**config.mk**
```make
export PLATFORM = sky130hd
export DESIGN_NAME = match_scoreboard_flat
export DESIGN_NICKNAME = d
export VERILOG_FILES = /design/src/rtl/match_scoreboard_if.sv /design/src/rtl/match_scoreboard.sv /design/src/flat_wrapper.sv
export SDC_FILE = /design/constraint.sdc
export NUM_CORES = 1
export LEC_CHECK = 0
export CORE_MARGIN = 2
export CORE_UTILIZATION = 60
export CTS_CLUSTER_DIAMETER = 80
export DETAILED_ROUTE_END_ITERATION = 10
export DONT_BUFFER_PORTS = 1
export PLACE_DENSITY = 0.76
export SYNTH_ARGS = -nofsm -noshare
export SYNTH_HDL_FRONTEND = slang
export SYNTH_SLANG_ARGS = --single-unit
```
**constraint.sdc**
```tcl
create_clock -name clk -period 1.7 [get_ports clk]
set_input_delay 0.34 -clock clk [delete_from_list [all_inputs] [get_ports clk]]
set_output_delay 0.34 -clock clk [all_outputs]
set_load 0.01 [all_outputs]
```
**src/rtl/match_scoreboard_if.sv**
```systemverilog
// match_scoreboard_if: board/result inputs from the game core and scoreboard outputs.
// ILLEGAL_COUNT_EN adds illegal_count.
interface match_scoreboard_if #(parameter int SCORE_W = 4);
  logic [1:0] pos0, pos1, pos2, pos3, pos4, pos5, pos6, pos7, pos8;
  logic [1:0] winner;
  logic illegal_move;
  logic new_match;
  logic game_reset;
  logic [SCORE_W-1:0] p1_score, p2_score, draws;
  logic match_over;
  logic [1:0] match_winner;
`ifdef ILLEGAL_COUNT_EN
  logic [SCORE_W-1:0] illegal_count;
  modport master(
    output pos0, pos1, pos2, pos3, pos4, pos5, pos6, pos7, pos8, winner, illegal_move, new_match,
    input game_reset, p1_score, p2_score, draws, match_over, match_winner, illegal_count
  );
  modport slave(
    input pos0, pos1, pos2, pos3, pos4, pos5, pos6, pos7, pos8, winner, illegal_move, new_match,
    output game_reset, p1_score, p2_score, draws, match_over, match_winner, illegal_count
  );
`else
  modport master(
    output pos0, pos1, pos2, pos3, pos4, pos5, pos6, pos7, pos8, winner, illegal_move, new_match,
    input game_reset, p1_score, p2_score, draws, match_over, match_winner
  );
  modport slave(
    input pos0, pos1, pos2, pos3, pos4, pos5, pos6, pos7, pos8, winner, illegal_move, new_match,
    output game_reset, p1_score, p2_score, draws, match_over, match_winner
  );
`endif
endinterface

```
**src/rtl/match_scoreboard.sv**
```systemverilog
// match_scoreboard: scores tic-tac-toe games, holds the final board, clears it and tracks the match.
// Optional ILLEGAL_COUNT_EN counts rising edges of illegal_move.
module match_scoreboard #(
  parameter int HOLD_CYCLES = 8,
  parameter int SCORE_W = 4,
  parameter int MAX_SCORE = 3
) (
  input logic clk,
  input logic reset,
  match_scoreboard_if.slave sb
);
  localparam int HW = $clog2(HOLD_CYCLES + 1);
  localparam logic [SCORE_W-1:0] score_max = SCORE_W'(MAX_SCORE);
  localparam logic [SCORE_W-1:0] one = SCORE_W'(1);
  typedef enum logic [2:0] {PLAY, HOLD, CLEAR, SETTLE, MATCH_END} state_t;
  state_t state;
  logic [HW-1:0] hold_cnt;
  logic full, p1_win, p2_win, draw;
  always_comb begin
    full = |sb.pos0 && |sb.pos1 && |sb.pos2 && |sb.pos3 && |sb.pos4 &&
           |sb.pos5 && |sb.pos6 && |sb.pos7 && |sb.pos8;
    p1_win = sb.winner == 2'b01;
    p2_win = sb.winner == 2'b10;
    draw = full && !p1_win && !p2_win;
  end
  // game_reset lags CLEAR by one cycle so the pulse is a clean register output
  always_ff @(posedge clk or posedge reset) begin
    if (reset) begin
      state <= PLAY;
      hold_cnt <= '0;
      sb.game_reset <= 1'b0;
      sb.p1_score <= '0;
      sb.p2_score <= '0;
      sb.draws <= '0;
      sb.match_over <= 1'b0;
      sb.match_winner <= 2'b00;
    end else begin
      sb.game_reset <= state == CLEAR;
      case (state)
        PLAY: begin
          if (p1_win && sb.p1_score != score_max) sb.p1_score <= sb.p1_score + one;
          if (p2_win && sb.p2_score != score_max) sb.p2_score <= sb.p2_score + one;
          if (draw && sb.draws != '1) sb.draws <= sb.draws + one;
          if (p1_win || p2_win || draw) begin
            state <= HOLD;
            hold_cnt <= HW'(HOLD_CYCLES - 1);
          end
        end
        HOLD: begin
          if (hold_cnt != '0) hold_cnt <= hold_cnt - HW'(1);
          else if (sb.p1_score == score_max || sb.p2_score == score_max) begin
            state <= MATCH_END;
            sb.match_over <= 1'b1;
            sb.match_winner <= sb.p1_score == score_max ? 2'b01 : 2'b10;
          end else state <= CLEAR;
        end
        CLEAR: state <= SETTLE;
        SETTLE: state <= PLAY;
        MATCH_END: begin
          if (sb.new_match) begin
            state <= CLEAR;
            sb.p1_score <= '0;
            sb.p2_score <= '0;
            sb.draws <= '0;
            sb.match_over <= 1'b0;
            sb.match_winner <= 2'b00;
          end
        end
        default: state <= PLAY;
      endcase
    end
  end
`ifdef ILLEGAL_COUNT_EN
  logic illegal_prev;
  always_ff @(posedge clk or posedge reset) begin
    if (reset) begin
      illegal_prev <= 1'b0;
      sb.illegal_count <= '0;
    end else begin
      illegal_prev <= sb.illegal_move;
      if (state == MATCH_END && sb.new_match) sb.illegal_count <= '0;
      else if (state != MATCH_END && sb.illegal_move && !illegal_prev && sb.illegal_count != '1)
        sb.illegal_count <= sb.illegal_count + one;
    end
  end
`endif
endmodule
```
**src/flat_wrapper.sv**
```systemverilog
// flat-port wrapper written by rule: the top's interface ports become plain ports
module match_scoreboard_flat 
#(
  parameter int HOLD_CYCLES = 8,
  parameter int SCORE_W = 4,
  parameter int MAX_SCORE = 3
)
  (clk, reset, sb_pos0, sb_pos1, sb_pos2, sb_pos3, sb_pos4, sb_pos5, sb_pos6, sb_pos7, sb_pos8, sb_winner, sb_illegal_move, sb_new_match, sb_game_reset, sb_p1_score, sb_p2_score, sb_draws, sb_match_over, sb_match_winner);
  match_scoreboard_if #(.SCORE_W(SCORE_W)) sb_i ();
  input logic clk;
  input logic reset;
  input wire logic [$bits(sb_i.pos0)-1:0] sb_pos0;
  input wire logic [$bits(sb_i.pos1)-1:0] sb_pos1;
  input wire logic [$bits(sb_i.pos2)-1:0] sb_pos2;
  input wire logic [$bits(sb_i.pos3)-1:0] sb_pos3;
  input wire logic [$bits(sb_i.pos4)-1:0] sb_pos4;
  input wire logic [$bits(sb_i.pos5)-1:0] sb_pos5;
  input wire logic [$bits(sb_i.pos6)-1:0] sb_pos6;
  input wire logic [$bits(sb_i.pos7)-1:0] sb_pos7;
  input wire logic [$bits(sb_i.pos8)-1:0] sb_pos8;
  input wire logic [$bits(sb_i.winner)-1:0] sb_winner;
  input wire logic [$bits(sb_i.illegal_move)-1:0] sb_illegal_move;
  input wire logic [$bits(sb_i.new_match)-1:0] sb_new_match;
  output wire logic [$bits(sb_i.game_reset)-1:0] sb_game_reset;
  output wire logic [$bits(sb_i.p1_score)-1:0] sb_p1_score;
  output wire logic [$bits(sb_i.p2_score)-1:0] sb_p2_score;
  output wire logic [$bits(sb_i.draws)-1:0] sb_draws;
  output wire logic [$bits(sb_i.match_over)-1:0] sb_match_over;
  output wire logic [$bits(sb_i.match_winner)-1:0] sb_match_winner;
  assign sb_i.pos0 = sb_pos0;
  assign sb_i.pos1 = sb_pos1;
  assign sb_i.pos2 = sb_pos2;
  assign sb_i.pos3 = sb_pos3;
  assign sb_i.pos4 = sb_pos4;
  assign sb_i.pos5 = sb_pos5;
  assign sb_i.pos6 = sb_pos6;
  assign sb_i.pos7 = sb_pos7;
  assign sb_i.pos8 = sb_pos8;
  assign sb_i.winner = sb_winner;
  assign sb_i.illegal_move = sb_illegal_move;
  assign sb_i.new_match = sb_new_match;
  assign sb_game_reset = sb_i.game_reset;
  assign sb_p1_score = sb_i.p1_score;
  assign sb_p2_score = sb_i.p2_score;
  assign sb_draws = sb_i.draws;
  assign sb_match_over = sb_i.match_over;
  assign sb_match_winner = sb_i.match_winner;
  match_scoreboard #(.HOLD_CYCLES(HOLD_CYCLES), .SCORE_W(SCORE_W), .MAX_SCORE(MAX_SCORE)) u_core (.clk(clk), .reset(reset), .sb(sb_i));
endmodule
```
* Word-level counts from Yosys, hierarchy flattened
Index checks and enable logic that the tools add are counted.
** Storage, ports and cells
- Memory bits (read-only) :: 0
- RAM bits :: 0
- Memories kept :: 0
- Bits in registers :: 23
- Bits in latches :: 0
- Output and inout bits :: 16
- Word-level logic and storage cells :: 92
** Operators by class
- Reductions and logical operators :: 38
- Magnitude comparators :: 0
- Equality and inequality tests :: 18
- Shift operators :: 0
- Div/mod/pow operators :: 0
- $mul :: 0
- Add/subtract/negate cells :: 4
- Bitwise gates (word level) :: 0
- Mux-type cells :: 24
** Operators with widths (number)
- 4-bit case mux with 2 select lines :: 4
- 4-bit two-way mux :: 6
- 2-bit OR reduction :: 9
- 3-bit AND reduction :: 5
- 1-bit logical AND :: 13
- 4-bit by 1-bit adder with 4-bit output, second input constant :: 3
- 3-bit two-way mux :: 4
- 2-bit by 1-bit inequality test with 1-bit output, second input constant :: 6
- 3-bit case mux with 4 select lines :: 1
- 4-bit by 2-bit equality test with 1-bit output, second input constant :: 2
- 2-bit two-way mux :: 4
- 4-bit by 2-bit inequality test with 1-bit output, second input constant :: 2
- 2-bit nonzero test :: 3
- 2-bit inequality test, second input constant :: 2
- 4-bit inequality test, second input constant :: 1
- 2-bit case mux with 2 select lines :: 1
- 4-bit AND reduction :: 1
- 4-bit nonzero test :: 1
- 4-bit by 1-bit subtractor with 4-bit output, second input constant :: 1
- 3-bit by 1-bit equality test with 1-bit output, second input constant :: 1
- 3-bit by 2-bit equality test with 1-bit output, second input constant :: 1
- 3-bit equality test, second input constant :: 1
- 3-bit logical NOT :: 1
- 1-bit logical OR :: 3
- other kinds (5) :: 8

* Logic depth before layout (Yosys ltp)
- Depth in word-level cells :: 14
- Mapped depth :: 7
- Depth with buffers taken out :: 7

* Worst setup path after synthesis
OpenSTA, ideal clock, no wires.
- Kind :: input to register
- Start point :: in sb_winner[0]
- End point :: reg u_core.hold_cnt[1]
- Stages :: 7
- Arrival time :: 1553 ps
- Required time :: 1572 ps
- Library setup time :: 128 ps
- Slack :: 19 ps
- Path through :: inv_1 -> ha_1 -> nor2_1 -> nor4b_4 -> a21boi_1 -> o21ai_4 -> mux2_1
** Between the ends
- Word-level cells in the longest chain between the ends :: 7
- Elaborated cells on any way between the ends :: 10
- Those cells by class :: eq/ne (3); reduce/logical (7)
** Ends and longest elaborated chain
- from (decl) :: line flat_wrapper.sv:21 : input wire logic [$bits(sb_i.winner)-1:0] sb_winner;
- 2-bit by 1-bit equality test with 1-bit output :: line match_scoreboard.sv:22 : p1_win = sb.winner == 2'b01;
- 1-bit logical NOT :: line match_scoreboard.sv:24 : draw = full && !p1_win && !p2_win;
- 1-bit logical AND (2 in series) :: line match_scoreboard.sv:24
- 1-bit logical OR * :: line match_scoreboard.sv:44 : if (p1_win || p2_win || draw) begin
- 2-bit by 1-bit inequality test with 1-bit output (no line) *
- 3-bit AND reduction (no line) *
- to (signal assigned) :: line match_scoreboard.sv:46 : hold_cnt <= HW'(HOLD_CYCLES - 1);
- to (signal assigned) :: line match_scoreboard.sv:50 : if (hold_cnt != '0) hold_cnt <= hold_cnt - HW'(1);
- to (decl) :: line match_scoreboard.sv:17 : logic [HW-1:0] hold_cnt;
Mark *: on every way between the ends. The rest lies on a longest branch, timed or not.
A chain may end at the register's enable or synchronous reset.

* Worst setup path in the final report
- Start point :: reg u_core.hold_cnt[0]
- End point :: reg u_core.hold_cnt[0]
** Between the ends
- Word-level cells in the longest chain between the ends :: 3
- Elaborated cells on any way between the ends :: 6
- Those cells by class :: add/sub (1); eq/ne (1); mux (2); reduce/logical (2)
** Ends and longest elaborated chain (line)
- 4-bit by 1-bit subtractor with 4-bit output / 4-bit nonzero test (equally long branches) :: match_scoreboard.sv:50
- 4-bit two-way mux / 2-bit by 1-bit inequality test with 1-bit output (equally long branches)
- 4-bit case mux with 2 select lines / 3-bit AND reduction (equally long branches)
Parallel ways exist; a longest one is shown, timed or not. The select of a mux whose other input is x is not followed.

==> metrics <==
status finished, final reports clean; hold depth 2; total track usage 23.8%; Iteration-0 DRC Markers 19; PortBufs 0; Final Hold Vio Count 0; wire length per cell 15.3 um; CP Class reg -> reg; max_cap viols 0; clk sinks 23; Die H 52.2 um; startpoint types flip-flop; synth unique cells 40; TritonCTS buffer count 3; Post-synth EDFFs 0; WL final 2.94 mm; share of synthesized registers carrying an async set or reset 100%; placed insts 186; Die Footprint 2720 um2; Clock Path Buffers 2; main combinational cell family by area after synthesis simple AND/OR/NAND/NOR gates; Net Count, Synth 173; sequential area share after synthesis 41.4%; drc violations 0; vias in the first global route 1,061; CP required 1.92 ns; first-pass GRT wire length 4.72 mm; synth warn 0; syn_area_per_cell 9.73 um2; Main synth FF type dfrtp_1; ANT nets after route 0; Yosys reg bits 23; via count 1,141; Critical Path AT 1.87 ns; Clock Latency Late Sink 0.33 ns; Post-Synth XOR/XNOR Area 1.89%; CTS tree done; initial core utilization 62.9%; commonest non-fill, non-tap cell in the layout dfrtp_1; HPWL after DPL 2.16 mm; DIE WIDTH 52.2 um; P_leak 0.000758 uW; clock skew 0.0140 ns; VDD IR max 0.00104 V; FMAX 608 MHz; layout cells sized above 1 26.1%; GP Congestion 0.846; Layout area overhead 16.3%; Nets 196; most frequent cells in the layout dfrtp_1 (23), buf_4 (21), nand2_1 (17); pin count of the biggest net entering global routing 24; Period minus WS final 1.64 ns; Worst-Margin Slew 0.421 ns; Synth Area in Compound Gates 17.0%; cells after synthesis 143; Tcrit/Tclk final 96.8%; fraction of synthesized area in multiplexers 4.50%; post-synthesis adder-cell area fraction 5.40%; htree depth 1; Core Box Area 2210 um2; Reg clk slew, reported paths 0.14 ns; Worst Setup End Kind flip-flop; Power Dens Cells 1770 nW/um2; DR pass1 iterations 4; Post-Synth Simple-Gate Area 24.7%; Worst slew margin 71.8%; routed vias/inst 5.91; Critical Path Fanout Max 3; Cell Count, Final, Fillers Out 193; Worst R2R Setup Slack 0.06 ns; RSZ-0062 raised after global routing true; cells on worst reg2reg path 7; Hold Path Class in -> reg; # setup viols final 0; Slew Viols, Final 0; Std-Cell Rows 17; Diodes inserted 0; CTS Root Cell clkbuf_4; Final Core Density 73.1%; # IOs 40; cell area after synthesis 1390 um2; Tot Pwr 2860 uW; Overflow after GRT 0; initial antenna violation count 0
-- worst paths after layout --
| check | startpoint | end |
|---|---|---|
| max | u_core.hold_cnt[0] | u_core.hold_cnt[0] |
| min | sb_new_match | u_core.state[2] |
| max reg2reg | u_core.hold_cnt[0] | u_core.hold_cnt[0] |
| min reg2reg | u_core.state[2] | u_core.sb.game_reset |
| max in group asynchronous | reset | u_core.sb.draws[3] |
| min in group asynchronous | reset | u_core.sb.p2_score[2] |
-- per-layer routing --
metal	vias to the layer above	wire length, um	track usage [%]
met2	32	1430	38.0
met5	-	0	0
met3	6	162	5.75
met1	554	1300	29.9
li1	549	-	-
met4	0	55	12.0
-- registers in the layout, indices dropped and copies added, names as in the netlist --
| name | count |
|---|---|
| u_core.sb.p1_score | 4 |
| u_core.sb.match_over | 1 |
| u_core.hold_cnt | 4 |
| u_core.state | 3 |
| u_core.sb.p2_score | 4 |
| u_core.sb.draws | 4 |
| u_core.sb.game_reset | 1 |
| u_core.sb.match_winner | 2 |
-- critical path, cell delays in order (launching register included) --
cell	delay (ns)
dfrtp_1	0.42
inv_1	0.09
ha_1	0.18
nor3b_2	0.19
nand2b_1	0.20
o21ai_4	0.07
buf_4	0.14
mux2_2	0.25
-- logic make-up after synthesis --
group | after synthesis
AO/OA/AOI/OAI | 32
XOR/XNOR | 3
adder cells (fa/ha/maj) | 6
buffers and inverters | 13
flip-flops | 23
multiplexers | 6
AND/OR/NAND/NOR | 60
-- Yosys cell counts, types with 2 or more instances --
master / number / area [um2]
xnor2_1: 3 / 26.3
or3b_1: 2 / 17.5
a21oi_1: 5 / 25.0
a21oi_4: 2 / 32.5
inv_1: 9 / 33.8
nor2_1: 11 / 41.3
o21ai_0: 7 / 35.0
o31ai_1: 3 / 22.5
nor3_2: 2 / 20.0
buf_4: 2 / 15.0
nor3_1: 4 / 20.0
nand3_1: 9 / 45.0
mux2i_1: 4 / 40.0
a21o_1: 2 / 15.0
buf_6: 2 / 22.5
nand2b_1: 3 / 18.8
or3_1: 2 / 12.5
o22ai_1: 4 / 25.0
nor3b_1: 2 / 15.0
and2b_1: 2 / 15.0
nand2_1: 17 / 63.8
ha_1: 6 / 75.1
dfrtp_1: 23 / 576
-- timing repair --
action | CTS | global route
hold buffers | 1 | 0
endpoints found under the hold margin | 23 | 0
setup buffers | 0 | 2
endpoints found under the setup margin | 0 | 12
resized for setup | 0 | 8
-- where the power goes --
group / switching, uW / internal (uW)
combinational: 865 / 735
sequential: 215 / 769
clock: 189 / 90.0
total: 1270 / 1590
-- area by class of cell --
cell class,count,area [um2]
Tap cell,28,35.0
Clock buffer,3,22.5
Inverter,9,33.8
Fill cell,179,594
Multi-Input combinational cell,107,776
Sequential cell,23,576
Clock inverter,1,7.51
Timing Repair Buffer,22,168
-- per-stage QoR --
step | hold WS [ns] | setup WS (ns) | setup TNS, ns | area, um2
finish | 0.179 | 0.0551 | 0 | 1620
global route | 0.185 | -0.0268 | -0.0410 | 1620
CTS | 0.172 | 0.000272 | 0 | 1570
detailed placement | 0.300 | -0.0514 | -0.0514 | 1530
global placement | 0.287 | -0.00711 | -0.00711 | 1530
floorplan | 0.342 | 0.0192 | 0 | 1390
Power figures use the tool's default switching activity.
